[src/rtl/leaf_rr_scheduler.sv]
// leaf_rr_scheduler: round-robin arbiter that hands one shared resource to
// one of N_REQ leaf requesters at a time. A grant lasts until the owner
// pulses done, drops its request, or holds it for TIMEOUT cycles. Every
// grant is followed by one RELEASE cycle and one IDLE cycle before the
// next grant can be issued.
module leaf_rr_scheduler #(
    parameter int N_REQ   = 5,
    parameter int TIMEOUT = 16
) (
    input  logic             clk,
    input  logic             rst,
    input  logic [N_REQ-1:0] req,
    input  logic [N_REQ-1:0] done,
    output logic [N_REQ-1:0] gnt,
    output logic             gnt_valid,
    output logic [2:0]       gnt_id,
    output logic             timeout_pulse
);

    typedef enum logic [1:0] {
        IDLE    = 2'd0,
        GRANT   = 2'd1,
        RELEASE = 2'd2
    } state_t;

    localparam logic [7:0]       CNT_LAST = 8'(TIMEOUT - 1);
    localparam logic [2:0]       ID_LAST  = 3'(N_REQ - 1);
    localparam logic [N_REQ-1:0] GNT_ONE  = {{(N_REQ-1){1'b0}}, 1'b1};

    state_t     state;
    logic [2:0] ptr;
    logic [7:0] cnt;

    logic       found;
    logic [2:0] winner;
    logic [3:0] cand;
    logic       release_now;
    logic [2:0] next_ptr;

    // Pick the first requester at or above ptr, wrapping past the top index.
    always_comb begin
        found  = 1'b0;
        winner = 3'd0;
        cand   = 4'd0;
        for (int i = 0; i < N_REQ; i++) begin
            cand = {1'b0, ptr} + 4'(i);
            if (cand >= 4'(N_REQ)) begin
                cand = cand - 4'(N_REQ);
            end
            if (!found && req[cand]) begin
                found  = 1'b1;
                winner = cand[2:0];
            end
        end
    end

    // The owner gives up the grant with done or by dropping its request;
    // the next search starts one past it.
    always_comb begin
        release_now = done[gnt_id] | ~req[gnt_id];
        next_ptr    = (gnt_id == ID_LAST) ? 3'd0 : gnt_id + 3'd1;
    end

    // Arbitration state machine with all outputs registered.
    always_ff @(posedge clk or posedge rst) begin
        if (rst) begin
            state         <= IDLE;
            ptr           <= 3'd0;
            cnt           <= 8'd0;
            gnt           <= '0;
            gnt_valid     <= 1'b0;
            gnt_id        <= 3'd0;
            timeout_pulse <= 1'b0;
        end else begin
            timeout_pulse <= 1'b0;
            case (state)
                IDLE: begin
                    if (found) begin
                        state     <= GRANT;
                        gnt       <= GNT_ONE << winner;
                        gnt_valid <= 1'b1;
                        gnt_id    <= winner;
                        cnt       <= 8'd0;
                    end
                end
                GRANT: begin
                    if (release_now || cnt == CNT_LAST) begin
                        state         <= RELEASE;
                        ptr           <= next_ptr;
                        gnt           <= '0;
                        gnt_valid     <= 1'b0;
                        gnt_id        <= 3'd0;
                        cnt           <= 8'd0;
                        timeout_pulse <= ~release_now;
                    end else begin
                        cnt <= cnt + 8'd1;
                    end
                end
                RELEASE: begin
                    state <= IDLE;
                end
                default: begin
                    state <= IDLE;
                end
            endcase
        end
    end

endmodule

[config.mk]
export PLATFORM = sky130hd
export DESIGN_NAME = leaf_rr_scheduler
export DESIGN_NICKNAME = d
export VERILOG_FILES = /design/src/rtl/leaf_rr_scheduler.sv
export SDC_FILE = /design/constraint.sdc
export NUM_CORES = 1
export LEC_CHECK = 0
export ABC_CLOCK_PERIOD_IN_PS = 6100
export BUFFER_PORTS_ARGS = -buffer_cell sky130_fd_sc_hd__buf_2
export CAP_MARGIN = 20
export CORE_UTILIZATION = 45
export DETAILED_ROUTE_END_ITERATION = 6
export SETUP_SLACK_MARGIN = 0.02
export SYNTH_ARGS = -nofsm -noshare
export SYNTH_HDL_FRONTEND = slang
export SYNTH_SLANG_ARGS = --single-unit
export TNS_END_PERCENT = 100
[constraint.sdc]
create_clock -name clk -period 6.1 [get_ports clk]
set_input_delay 1.22 -clock clk [delete_from_list [all_inputs] [get_ports clk]]
set_output_delay 1.22 -clock clk [all_outputs]
set_load 0.005 [all_outputs]
* After elaboration in Yosys (flattened, before gate mapping)
Cells that the tools add are included.
** Cells by class
- Add/subtract/negate cells :: 11
- Order comparisons :: 11
- Eq/ne operators :: 5
- Shifts and indexed selects :: 1
- Muxes and demuxes :: 47
- Bitwise operators :: 3
- Reductions and logical operators :: 15
** Operators by type and width (count)
- $mux 3 :: 8
- $bmux 1 s3 :: 7
- $lt 4x4->1 const B :: 5
- $mux 4 :: 5
- $ge 4x3->1 const B :: 4
- $mux 1 :: 16
- $mux 8 :: 2
- $pmux 8 s2 :: 1
- $sub 4x3->4 const B :: 4
- $mux 5 :: 2
- $pmux 5 s2 :: 1
- $add 3x2->4 const B :: 2
- $add 8x1->8 const B :: 1
- $eq 8x4->1 const B :: 1
- $pmux 3 s2 :: 1
- $reduce_and 2->1 :: 3
- $shl 1x3->5 const A :: 1
- $add 3x1->4 const B :: 1
- $add 3x3->4 const B :: 1
- $logic_and 1x1->1 :: 4
- $logic_not 1->1 :: 4
- $lt 3x4->1 const B :: 1
- $mux 2 :: 2
- $ne 2x2->1 const B :: 2
- other kinds (13) :: 14
** Storage, ports and cells
- Flip-flop bits (word level) :: 23
- Input bits :: 12
- Output and inout port bits :: 10

* Longest topological paths before layout
- Depth after elaboration :: 20
- Depth in mapped cells :: 16

* Least setup slack after synthesis
No wires, ideal clock.
- Path type :: register -> register
- Start :: register ptr[0]
- End :: register gnt[0]
- Arrival :: 3.406 ns
- Required time :: 5.990 ns
- Slack :: 2.584 ns
- Stages on the path, launching flop included :: 14
- Buffers on the path :: 4
- Clock period less this slack :: 3.516 ns
- Cell sequence :: dfrtp_1 > buf_4 > clkinv_1 > ha_1 > ha_1 > clkbuf_1 > o22a_1 > o41ai_2 > a21oi_1 > and4bb_2 > buf_6 > a211o_1 > buf_2 > o41ai_1
** Between the ends
- Cells in the longest elaborated chain, start to end :: 20
** Ends and longest elaborated chain
- start: declaration :: line 31 : logic [2:0] ptr;
- start signal: assignment :: line 89 : ptr <= next_ptr;
- branches (longest 20 deep; another with $add 3x1->4)
- end signal: assignment :: line 80 : gnt <= GNT_ONE << winner;
- end: declaration :: line 14 : output logic [N_REQ-1:0] gnt,
Several ways; the timed one is not identified. The select of a mux whose other input is x is not followed.
A chain may end at the register's enable or synchronous reset.

* Final worst setup path
- Start :: register ptr[0]
- End :: register gnt[4]
Same word-level chain as after synthesis.

==> flow_summary.json <==
{
  "holdWs_ns": 0.4986,
  "grt_pass1_vias": 2045,
  "nets": 316,
  "rows": 25,
  "post_cts_buffers": 0,
  "fin_setup_tns_ns": 0,
  "cts_tree": "built",
  "io_pins": 22,
  "finalCritPeriodShare": 0.6957,
  "htreeDepth": 1,
  "crit_path_start": "ptr[0]",
  "synth_cell_types": 61,
  "crit_type": "reg -> reg",
  "hold_class": "reg -> reg",
  "max-cap-violations": 0,
  "antenna_left": 0,
  "clk_latency_ns": 0.26,
  "cts-root-buf": "clkbuf_8",
  "syn_area_mm2": 0.002332,
  "wl_per_cell_um": 17.29,
  "worst_setup_path_start_kind": "flop",
  "layout-drive-gt1-share": 0.1384,
  "ys_async_sr_fraction": 1.000,
  "rsz0062_at_grt": "false",
  "maxSlewViolCount": 0,
  "finalCriticalPeriod_ns": 4.244,
  "max_slew_margin": 0.3882,
  "synth_warnings": 0,
  "cts.path.max_buffers": 2,
  "io_buffers": 21,
  "drt_iter0_markers": 151,
  "cts_resized": 0,
  "routed_wl_um": 6156,
  "core_area_mm2": 0.004848,
  "cts.sinks": 23,
  "area_delta_synth_final_pct": 6.599,
  "clk_pin_slew_worst_paths_ns": 0.08,
  "grt_antenna_before_repair": 0,
  "status": "completed",
  "cts_hold_buf": 0,
  "finalHoldViolations": 0,
  "grt_max_degree": 30,
  "finalClockSkew_ns": 0.001807,
  "yosysSeqAreaShare": 0.2468,
  "drc": 0,
  "die_height_um": 73.99,
  "grt_overflow_total": 0,
  "antenna_cells": 0,
  "vias_per_cell": 6.213,
  "die_w_um": 73.99,
  "endpoint_kind": "flop",
  "crit_arrival_ns": 4.45,
  "synthFlopType": "dfrtp_1",
  "synth.avg_cell_area_um2": 8.329,
  "dr_total_vias": 2212,
  "gp_congestion": 0.9760,
  "grt_pass1_wl_um": 10070,
  "first_pass_iters": 4,
  "hpwl_um": 4605,
  "initial_core_util": 0.4810,
  "synth_edf_count": 0,
  "synth_nets": 306,
  "r2r_setup_slack_ns": 1.86,
  "r2r_start": "ptr[0]",
  "dieArea_mm2": 0.005475,
  "worstSetupEndpoint": "gnt[4]",
  "worst_pin_slew_ns": 0.9166,
  "r2r_cells": 11,
  "max_freq_mhz": 235.6,
  "synthCells": 280,
  "rr_endpoint": "gnt[4]",
  "setup_viol": 0,
  "cts_made_buffers": 3,
  "grtUsageTotal": 0.2413,
  "synth_seq_cells": 23,
  "critPathMaxFanout": 29,
  "required_ns": 6.30
}
## worst max-delay path, stage by stage, from the launching register on
cell	delay [ns]
dfrtp_1	0.33
buf_4	0.30
clkinv_1	0.37
ha_1	0.74
clkinv_1	0.38
a2111oi_0	0.37
a41oi_1	0.11
a41o_1	0.29
nor3_2	0.43
a211oi_2	0.25
a21oi_1	0.41
a22o_1	0.21
## kinds of logic (layout without fill, tap and decap cells)
group | Yosys count | count (layout) | share of synthesized area
AOI/OAI and AO/OA | 84 | 84 | 0.2725
xor gates and xnor gates | 9 | 9 | 0.03380
adders and majority gates | 14 | 14 | 0.07833
buffers and inverters | 34 | 43 | 0.06545
DFF | 23 | 23 | 0.2468
muxes | 14 | 14 | 0.07189
and+or+nand+nor | 102 | 102 | 0.2312
## worst min-delay path by stage
stage | cells past startpoint | end | start | slack, ns
after floorplan | 2 | gnt_valid | gnt_valid | 0.47
after global placement | 2 | gnt_valid | gnt_valid | 0.46
after detailed placement | 2 | gnt[0] | gnt[0] | 0.48
after CTS | 2 | gnt[0] | gnt[0] | 0.50
after global routing | 1 | gnt[1] | gnt[1] | 0.52
final | 2 | gnt[0] | gnt[0] | 0.50
## metal layers
metal / share of wire / vias to the layer above / routed length (um) / GRT usage
li1: - / 1076 / - / -
met1: 0.49 / 1058 / 3031 / 0.3611
met2: 0.44 / 70 / 2684 / 0.3646
met3: 0.060 / 8 / 370 / 0.03659
met4: 0.011 / 0 / 70 / 0.05769
met5: 0 / - / 0 / 0
## state kept, by name, indices dropped and copies added, names as in the netlist
register	flops
gnt	5
timeout_pulse	1
state	2
cnt	8
gnt_valid	1
ptr	3
gnt_id	3
## cell usage after synthesis, drive strengths merged (3+ instances only)
cell type	n	share of area
a211o	3	0.011
a211oi	10	0.034
a21o	6	0.019
a21oi	8	0.019
a22o	3	0.011
a311oi	3	0.011
a32oi	3	0.011
and3	4	0.011
buf	8	0.024
clkbuf	9	0.014
dfrtp	23	0.25
ha	13	0.070
inv	15	0.024
mux2i	10	0.043
nand2	19	0.031
nand2b	7	0.019
nand3	11	0.024
nand3b	3	0.0097
nand4	5	0.013
nor2	20	0.032
nor2b	8	0.021
nor3	9	0.021
nor3b	4	0.013
nor4	5	0.013
o21ai	16	0.034
o22ai	6	0.016
o41ai	3	0.018
xnor2	9	0.034
## cells in the final DEF, fill, tap and decap left out, drive strengths merged, types with 3 or more instances in the layout
master,count
clkinv,3
nor3b,4
a32oi,3
nand2,19
nor4,5
clkbuf,3
a22o,3
o22ai,6
o21ai,16
a21oi,8
a211oi,10
nor2b,8
nand2b,7
xnor2,9
nand3,11
dfrtp,23
nand4,5
mux2i,10
and3,4
nor3,9
nand3b,3
o41ai,3
a311oi,3
ha,13
buf,22
inv,15
a21o,6
a211o,3
nor2,20
## layout make-up
type                       count  area [um^2]
clock buffer                   3        41.29
clock inverter                 1        5.005
fill                         475         2362
sequential                    23        575.6
inverter                      17        63.81
tap                           67        83.83
multi-input combinational    223         1604
timing repair buffer          22        112.6
## metrics by stage
step	worst slack, ns	area, um^2	instances	util
after global placement	1.882	2440	352	0.5032
after global routing	1.474	2486	356	0.5128
final	1.856	2486	356	0.5128
after floorplan	2.584	2332	280	-
after detailed placement	1.903	2440	352	0.5032
after CTS	1.883	2486	356	0.5128
Power is left out: the tool's default activity adds up to more than one toggle a clock period on the data nets, which glitch-free logic cannot reach.
